--- config.mk ---
export PLATFORM = sky130hd
export DESIGN_NAME = regfile_wb_arbiter_flat
export DESIGN_NICKNAME = d
export VERILOG_FILES = /design/src/rtl/regfile_wb_arbiter_if.sv /design/src/rtl/regfile_wb_arbiter.sv /design/src/flat_wrapper.sv
export SDC_FILE = /design/constraint.sdc
export NUM_CORES = 1
export LEC_CHECK = 0
export CORE_MARGIN = 4
export CORE_UTILIZATION = 30
export DETAILED_ROUTE_END_ITERATION = 8
export DONT_BUFFER_PORTS = 1
export GPL_ROUTABILITY_DRIVEN = 0
export HOLD_SLACK_MARGIN = 0.1
export PLACE_DENSITY = 0.53
export SYNTH_ARGS = -nofsm -noshare
export SYNTH_HDL_FRONTEND = slang
export SYNTH_SLANG_ARGS = --single-unit
--- constraint.sdc ---
create_clock -name CLK -period 2.7 [get_ports CLK]
set_clock_uncertainty 0.1 [all_clocks]
set_input_delay 0.135 -clock CLK [delete_from_list [all_inputs] [get_ports CLK]]
set_output_delay 0.135 -clock CLK [all_outputs]
set_load 0.05 [all_outputs]
--- src/rtl/regfile_wb_arbiter_if.sv ---
// Writeback bus between the two requesters, the register-file write port and
// the decode pending-write query.
interface regfile_wb_arbiter_if #(
    parameter int DW = 32,
    parameter int AW = 5
);
    logic          a_valid;
    logic          a_ready;
    logic [AW-1:0] a_sel;
    logic [DW-1:0] a_dat;
    logic          b_valid;
    logic          b_ready;
    logic [AW-1:0] b_sel;
    logic [DW-1:0] b_dat;
    logic          rf_WEN;
    logic [AW-1:0] rf_wsel;
    logic [DW-1:0] rf_wdat;
    logic [AW-1:0] q_sel;
    logic          q_pend;

    modport master (
        output a_valid, a_sel, a_dat, b_valid, b_sel, b_dat, q_sel,
        input  a_ready, b_ready, rf_WEN, rf_wsel, rf_wdat, q_pend
    );

    modport slave (
        input  a_valid, a_sel, a_dat, b_valid, b_sel, b_dat, q_sel,
        output a_ready, b_ready, rf_WEN, rf_wsel, rf_wdat, q_pend
    );
endinterface

--- src/rtl/regfile_wb_arbiter.sv ---
// Two one-entry writeback buffers (A=ALU, B=mem) drained round-robin into a
// registered register-file write port, plus a pending-write query for decode.
module regfile_wb_arbiter #(
    parameter int DW = 32,
    parameter int AW = 5
) (
    input  logic               CLK,
    input  logic               nRST,
    regfile_wb_arbiter_if.slave wb
);
    typedef logic [DW-1:0] word_t;
    typedef enum logic {LAST_A = 1'b0, LAST_B = 1'b1} last_t;

    // Index 0 is requester A, index 1 is requester B.
    logic          in_valid [2];
    logic [AW-1:0] in_sel   [2];
    word_t         in_dat   [2];
    logic          ready    [2];
    logic          grant    [2];
    logic          buf_v    [2];
    logic [AW-1:0] buf_sel  [2];
    word_t         buf_dat  [2];

    last_t         last_reg, last_next;
    logic          wen_reg;
    logic [AW-1:0] wsel_reg;
    word_t         wdat_reg;
    logic [AW-1:0] gnt_sel;
    word_t         gnt_dat;
    logic          gnt_any;

    assign in_valid[0] = wb.a_valid;
    assign in_sel[0]   = wb.a_sel;
    assign in_dat[0]   = wb.a_dat;
    assign in_valid[1] = wb.b_valid;
    assign in_sel[1]   = wb.b_sel;
    assign in_dat[1]   = wb.b_dat;

    genvar gi;
    generate
        for (gi = 0; gi < 2; gi++) begin : g_buf
            // A granted buffer is emptied this edge, so it may take a new entry.
            assign ready[gi] = !buf_v[gi] || grant[gi];

            always_ff @(posedge CLK or negedge nRST) begin
                if (!nRST) begin
                    buf_v[gi]   <= 1'b0;
                    buf_sel[gi] <= '0;
                    buf_dat[gi] <= '0;
                end else if (in_valid[gi] && ready[gi]) begin
                    buf_v[gi]   <= 1'b1;
                    buf_sel[gi] <= in_sel[gi];
                    buf_dat[gi] <= in_dat[gi];
                end else if (grant[gi]) begin
                    buf_v[gi]   <= 1'b0;
                end
            end
        end
    endgenerate

    assign wb.a_ready = ready[0];
    assign wb.b_ready = ready[1];

    // Round-robin: on contention the requester not served last wins.
    always_comb begin
        grant[0]  = 1'b0;
        grant[1]  = 1'b0;
        last_next = last_reg;
        gnt_sel   = buf_sel[1];
        gnt_dat   = buf_dat[1];
        if (buf_v[0] && (!buf_v[1] || last_reg == LAST_B)) begin
            grant[0]  = 1'b1;
            last_next = LAST_A;
            gnt_sel   = buf_sel[0];
            gnt_dat   = buf_dat[0];
        end else if (buf_v[1]) begin
            grant[1]  = 1'b1;
            last_next = LAST_B;
        end
    end

    assign gnt_any = grant[0] || grant[1];

    // Writes to register 0 are consumed from the buffer but never enabled.
    always_ff @(posedge CLK or negedge nRST) begin
        if (!nRST) begin
            last_reg <= LAST_B;
            wen_reg  <= 1'b0;
            wsel_reg <= '0;
            wdat_reg <= '0;
        end else begin
            last_reg <= last_next;
            if (gnt_any) begin
                wen_reg  <= (gnt_sel != '0);
                wsel_reg <= gnt_sel;
                wdat_reg <= gnt_dat;
            end else begin
                wen_reg  <= 1'b0;
            end
        end
    end

    assign wb.rf_WEN  = wen_reg;
    assign wb.rf_wsel = wsel_reg;
    assign wb.rf_wdat = wdat_reg;

    assign wb.q_pend = (wb.q_sel != '0) &&
                       ((buf_v[0] && (buf_sel[0] == wb.q_sel)) ||
                        (buf_v[1] && (buf_sel[1] == wb.q_sel)) ||
                        (wen_reg  && (wsel_reg   == wb.q_sel)));
endmodule

--- src/flat_wrapper.sv ---
// flat-port wrapper written by rule: the top's interface ports become plain ports
module regfile_wb_arbiter_flat 
#(
    parameter int DW = 32,
    parameter int AW = 5
)
  (CLK, nRST, wb_a_valid, wb_a_sel, wb_a_dat, wb_b_valid, wb_b_sel, wb_b_dat, wb_q_sel, wb_a_ready, wb_b_ready, wb_rf_WEN, wb_rf_wsel, wb_rf_wdat, wb_q_pend);
  regfile_wb_arbiter_if #(.DW(DW), .AW(AW)) wb_i ();
  input  logic CLK;
  input  logic nRST;
  input wire logic [$bits(wb_i.a_valid)-1:0] wb_a_valid;
  input wire logic [$bits(wb_i.a_sel)-1:0] wb_a_sel;
  input wire logic [$bits(wb_i.a_dat)-1:0] wb_a_dat;
  input wire logic [$bits(wb_i.b_valid)-1:0] wb_b_valid;
  input wire logic [$bits(wb_i.b_sel)-1:0] wb_b_sel;
  input wire logic [$bits(wb_i.b_dat)-1:0] wb_b_dat;
  input wire logic [$bits(wb_i.q_sel)-1:0] wb_q_sel;
  output wire logic [$bits(wb_i.a_ready)-1:0] wb_a_ready;
  output wire logic [$bits(wb_i.b_ready)-1:0] wb_b_ready;
  output wire logic [$bits(wb_i.rf_WEN)-1:0] wb_rf_WEN;
  output wire logic [$bits(wb_i.rf_wsel)-1:0] wb_rf_wsel;
  output wire logic [$bits(wb_i.rf_wdat)-1:0] wb_rf_wdat;
  output wire logic [$bits(wb_i.q_pend)-1:0] wb_q_pend;
  assign wb_i.a_valid = wb_a_valid;
  assign wb_i.a_sel = wb_a_sel;
  assign wb_i.a_dat = wb_a_dat;
  assign wb_i.b_valid = wb_b_valid;
  assign wb_i.b_sel = wb_b_sel;
  assign wb_i.b_dat = wb_b_dat;
  assign wb_i.q_sel = wb_q_sel;
  assign wb_a_ready = wb_i.a_ready;
  assign wb_b_ready = wb_i.b_ready;
  assign wb_rf_WEN = wb_i.rf_WEN;
  assign wb_rf_wsel = wb_i.rf_wsel;
  assign wb_rf_wdat = wb_i.rf_wdat;
  assign wb_q_pend = wb_i.q_pend;
  regfile_wb_arbiter #(.DW(DW), .AW(AW)) u_core (.CLK(CLK), .nRST(nRST), .wb(wb_i));
endmodule
# Yosys cells after proc, flatten, opt, wreduce, memory -nomap -nowiden
# Cells that the tools add are included.
dict set report totals {
  latch_bits 0
  in_bits 83
  elab_cells 45
  register_bits 115
  out_inout_bits 41
  mem_count 0
  rom_bits 0
  mem_bits_rw 0
}
dict set report classes {
  shift 0
  bitwise 0
  eq_ne 3
  n_addsub 0
  reduce_logical 20
  n_mux 12
  order_cmp 0
  n_mul 0
  div 0
}
# cell count
set ops {}
lappend ops {{$mux 32} 1}
lappend ops {{$eq 5x5->1} 3}
lappend ops {{$mux 1} 10}
lappend ops {{$reduce_bool 5->1} 2}
lappend ops {{$logic_and 1x1->1} 7}
lappend ops {{$logic_or 1x1->1} 6}
lappend ops {{$reduce_bool 2->1} 3}
lappend ops {{$mux 5} 1}
lappend ops {{$logic_not 1->1} 2}

# Logic depth before layout (Yosys ltp)
dict set report depth {
  ltp_word 7
  ltp_mapped 7
}

# Least setup slack after synthesis
# Ideal clock, no wire load.
dict set report synth_timing {
  path_kind {register -> output}
  startpoint {register u_core.wsel_reg[1] (netlist: u_core.wb.rf_wsel[1])}
  endpoint {output wb_q_pend}
  n_path_buf 0
  arrival_ns 1.964
  path_slack_ns 0.501
  path_stages_with_launch 5
  required_ns 2.465
  cell_sequence {dfrtp_1 > xor2_1 > nor4_1 > a32oi_1 > a21oi_1}
}
dict set report synth_between {
  elab_chain_len 4
}
# element line
set synth_lines {}
lappend synth_lines {{start: declaration} regfile_wb_arbiter.sv:26} ;# logic [AW-1:0] wsel_reg;
lappend synth_lines {{start signal: assignment} regfile_wb_arbiter.sv:95} ;# wsel_reg <= gnt_sel;
lappend synth_lines {{$eq 5x5->1} regfile_wb_arbiter.sv:110} ;# (wen_reg && (wsel_reg == wb.q_sel)));
lappend synth_lines {{$logic_and 1x1->1} regfile_wb_arbiter.sv:110}
lappend synth_lines {{$logic_or 1x1->1} regfile_wb_arbiter.sv:109} ;# (buf_v[1] && (buf_sel[1] == wb.q_sel)) ||
lappend synth_lines {{$logic_and 1x1->1} regfile_wb_arbiter.sv:107} ;# assign wb.q_pend = (wb.q_sel != '0) &&
lappend synth_lines {{end: declaration} flat_wrapper.sv:23} ;# output wire logic [$bits(wb_i.q_pend)-1:0] wb_q_pend;
# No other way between the ends.

# Final worst setup path
# Same ends and word-level chain as after synthesis.

==> out/results.txt <==
CTS tree = yes
first-pass GRT wire length = 18.40 mm
mapped cell area = 0.004712 mm²
antenna cells = 0
post-DR vias/cell = 4.743
final WL = 11.13 mm
initial DRC count = 78
pwr dens = 1158 mW/mm²
Avg Cell Area, Syn = 14.41 µm²
setup ws final = 0.4432 ns
post-synthesis cell type count = 24
WL/cell = 17.53 µm
FF+latch area = 0.002879 mm²
CP arrival = 2.02 ns
final number of setup-violating endpoints = 0
metal2 WL = 5.279 mm
f_max = 443.1 MHz
Hold/Removal Path Class = in2async
die width = 133.3 µm
Fin. Hold Viols = 115
total track usage = 13.31%
Area Overhead vs Synth = 33.35%
WL met1 = 4.907 mm
worst slack, placed = 0.7565 ns
Pint = 0.004463 W
Synth top area share = 60.54%
fin nets = 496
switch share = 38.66%
Post-CTS Hold Buffers = 76
crit path launch type = register
setup bufs post-CTS = 0
capture point of the worst reg-to-reg path = u_core.wb.rf_wdat[27]$_DFFE_PN0P_
Largest register FFs = 64
leakage power figure = 2.782 nW
Final Non-Filler Cells = 635
post-CTS sizing = 0
max layer used = met4
share of layout cells above drive strength 1 = 27.36%
max_cap viols = 0
die area = 0.01778 mm²
outcome = finished, violations left
IO Pins = 124
Rows = 45
Num CTS Buffers = 17
Worst R2R Path Depth = 4
Congestion Overflow GR = 0
Reg-to-Reg Start = u_core.buf_v[0]$_DFFE_PN0P_
clk_lat worst skew = 0.40 ns
first drt pass iteration count = 4
failing checks = hold timing
Post-Place Cells = 529
min cycle time layout = 2.257 ns
clock buffer depth = 2
Clock Power Share = 28.8%
H-tree depth = 4
DRC = 0
initial core utilization = 30.77%
Vias = 3012
crit path kind = reg2out
relative slew slack = 37.75%
biggest area consumer among synthesized cells = dfrtp_1
#FFs+latches synth = 115
hold slack = -0.6732 ns
Core Footprint = 0.01531 mm²
initial antenna violation count = 0
Tcrit/Tclk final = 83.58%
Slew Limit Fails = 0
CP Data Required Time = 2.47 ns
R2R setup slack = 0.80 ns
RSZ-0062 raised after global routing = no
root buf cell = clkbuf_16
P_sw = 0.002814 W
Worst-Margin Slew = 0.9315 ns
Reg power frac = 52.0%
Worst Setup End Kind = output port
setup TNS = 0 ns
post-detail-place hpwl = 7.242 mm
post-route antenna net violation count = 0
top cells by area, synth = dfrtp_1 (61%), mux2_2 (18%), a22o_1 (5.9%), a21o_1 (5.1%), xor2_1 (2.2%)
area taken by multi-input logic gates = 0.001740 mm²
I/O Buffers = 0
Clock transition at path regs = 0.05 ns
Mapped Cells = 327
CP Max Fanout = 3
CTS Sinks = 115
YS warnings = 0
worst setup path startpoint = u_core.wb.rf_wsel[1]$_DFFE_PN0P_
Final Total Pwr = 0.007277 W
Filler cells = 1448
routed wl met3 = 774 µm
die height = 133.3 µm
Most flops, register = u_core.buf_dat
Post-Syn Nets = 410
largest net degree at the start of global routing = 116
number of global-route vias before repair = 3463
Worst VDD drop = 0.0005367 V
CP Capture Point = wb_q_pend
sequential fraction of the synthesis area = 61.10%
combinational share of power = 19.2%
==> power groups by stage <==
stage	Clock (W)	Combinational, W	Sequential (W)
2_1_floorplan	0	0.00110	0.00364
3_3_place_gp	0	0.00128	0.00381
3_5_place_dp	0	0.00133	0.00382
4_1_cts	0.00216	0.00142	0.00379
5_1_grt	0.00224	0.00154	0.00387
6_report	0.00209	0.00140	0.00378
==> placed cells by master, fill, tap and decap left out, drive strengths merged <==
cell type and instances:
clkbuf 25, a21oi 1, bufinv 1, dlygate4sd3 76, nand2b 3, a221oi 1
a22o 32, nand3 3, o21ai 6, xnor2 3, and2 2, nand2 7
mux2i 5, or4 2, a32oi 1, mux2 74, nor2 5, xor2 12
inv 1, a21o 32, dfstp 1, nor4 4, dfrtp 114, clkinv 4
buf 9
==> worst max-delay path: stages (launching register included) <==
cell and delay [ns]:
dfrtp_1 0.57, xor2_1 0.23, nor4_1 0.29, a32oi_1 0.14, a21oi_1 0.17, buf_4 0.22
==> cell type report <==
cell class,instances,share of cell area [%]
sequential,115,45.82
multi-input combinational,193,27.70
timing repair buffer,85,13.38
clock buffer,25,8.045
tap,211,4.202
clock inverter,5,0.7965
inverter,1,0.05974
==> through the flow <==
step / instance area, µm² / hold WS (ns) / utilization (%)
finish: 6284 / -0.6732 / 41.03
global route: 6284 / -0.7083 / 41.03
CTS: 6284 / -0.7012 / 41.03
detailed placement: 4967 / -0.2573 / 32.43
global placement: 4967 / -0.2578 / 32.43
floorplan: 4712 / -0.2606 / -
==> synthesized netlist by cell type (all sizes together) <==
cell type and count:
a21o 32, a21oi 1, a221oi 1, a22o 32
a32oi 1, and2 2, buf 12, clkbuf 6
dfrtp 114, dfstp 1, inv 1, mux2 74
mux2i 5, nand2 7, nand2b 3, nand3 3
nor2 5, nor4 4, o21ai 6, or4 2
xnor2 3, xor2 12
==> routing by layer <==
metal / track usage [%] / up-vias
met5: 0 / -
met4: 5.200 / 0
met1: 15.86 / 1536
met3: 5.967 / 13
li1: - / 1372
met2: 21.16 / 91
==> kinds of logic after synthesis <==
group | count (synthesis) | synth area share [%]
AOI/OAI and AO/OA | 73 | 12.16
xor gates and xnor gates | 15 | 2.788
buffers and inverters | 19 | 2.416
muxes | 79 | 18.75
DFF | 115 | 61.10
and+or+nand+nor | 26 | 2.788
==> worst min-delay path by stage <==
stage,to,depth (start not counted)
2_1_floorplan,u_core.buf_dat[0]$_DFFE_PN0P_,0
3_3_place_gp,u_core.buf_dat[38]$_DFFE_PN0P_,0
3_5_place_dp,u_core.buf_dat[38]$_DFFE_PN0P_,0
4_1_cts,u_core.buf_dat[6]$_DFFE_PN0P_,0
5_1_grt,u_core.buf_dat[38]$_DFFE_PN0P_,0
6_report,u_core.buf_dat[6]$_DFFE_PN0P_,0
Note: power is estimated with default switching activity, not from simulation.
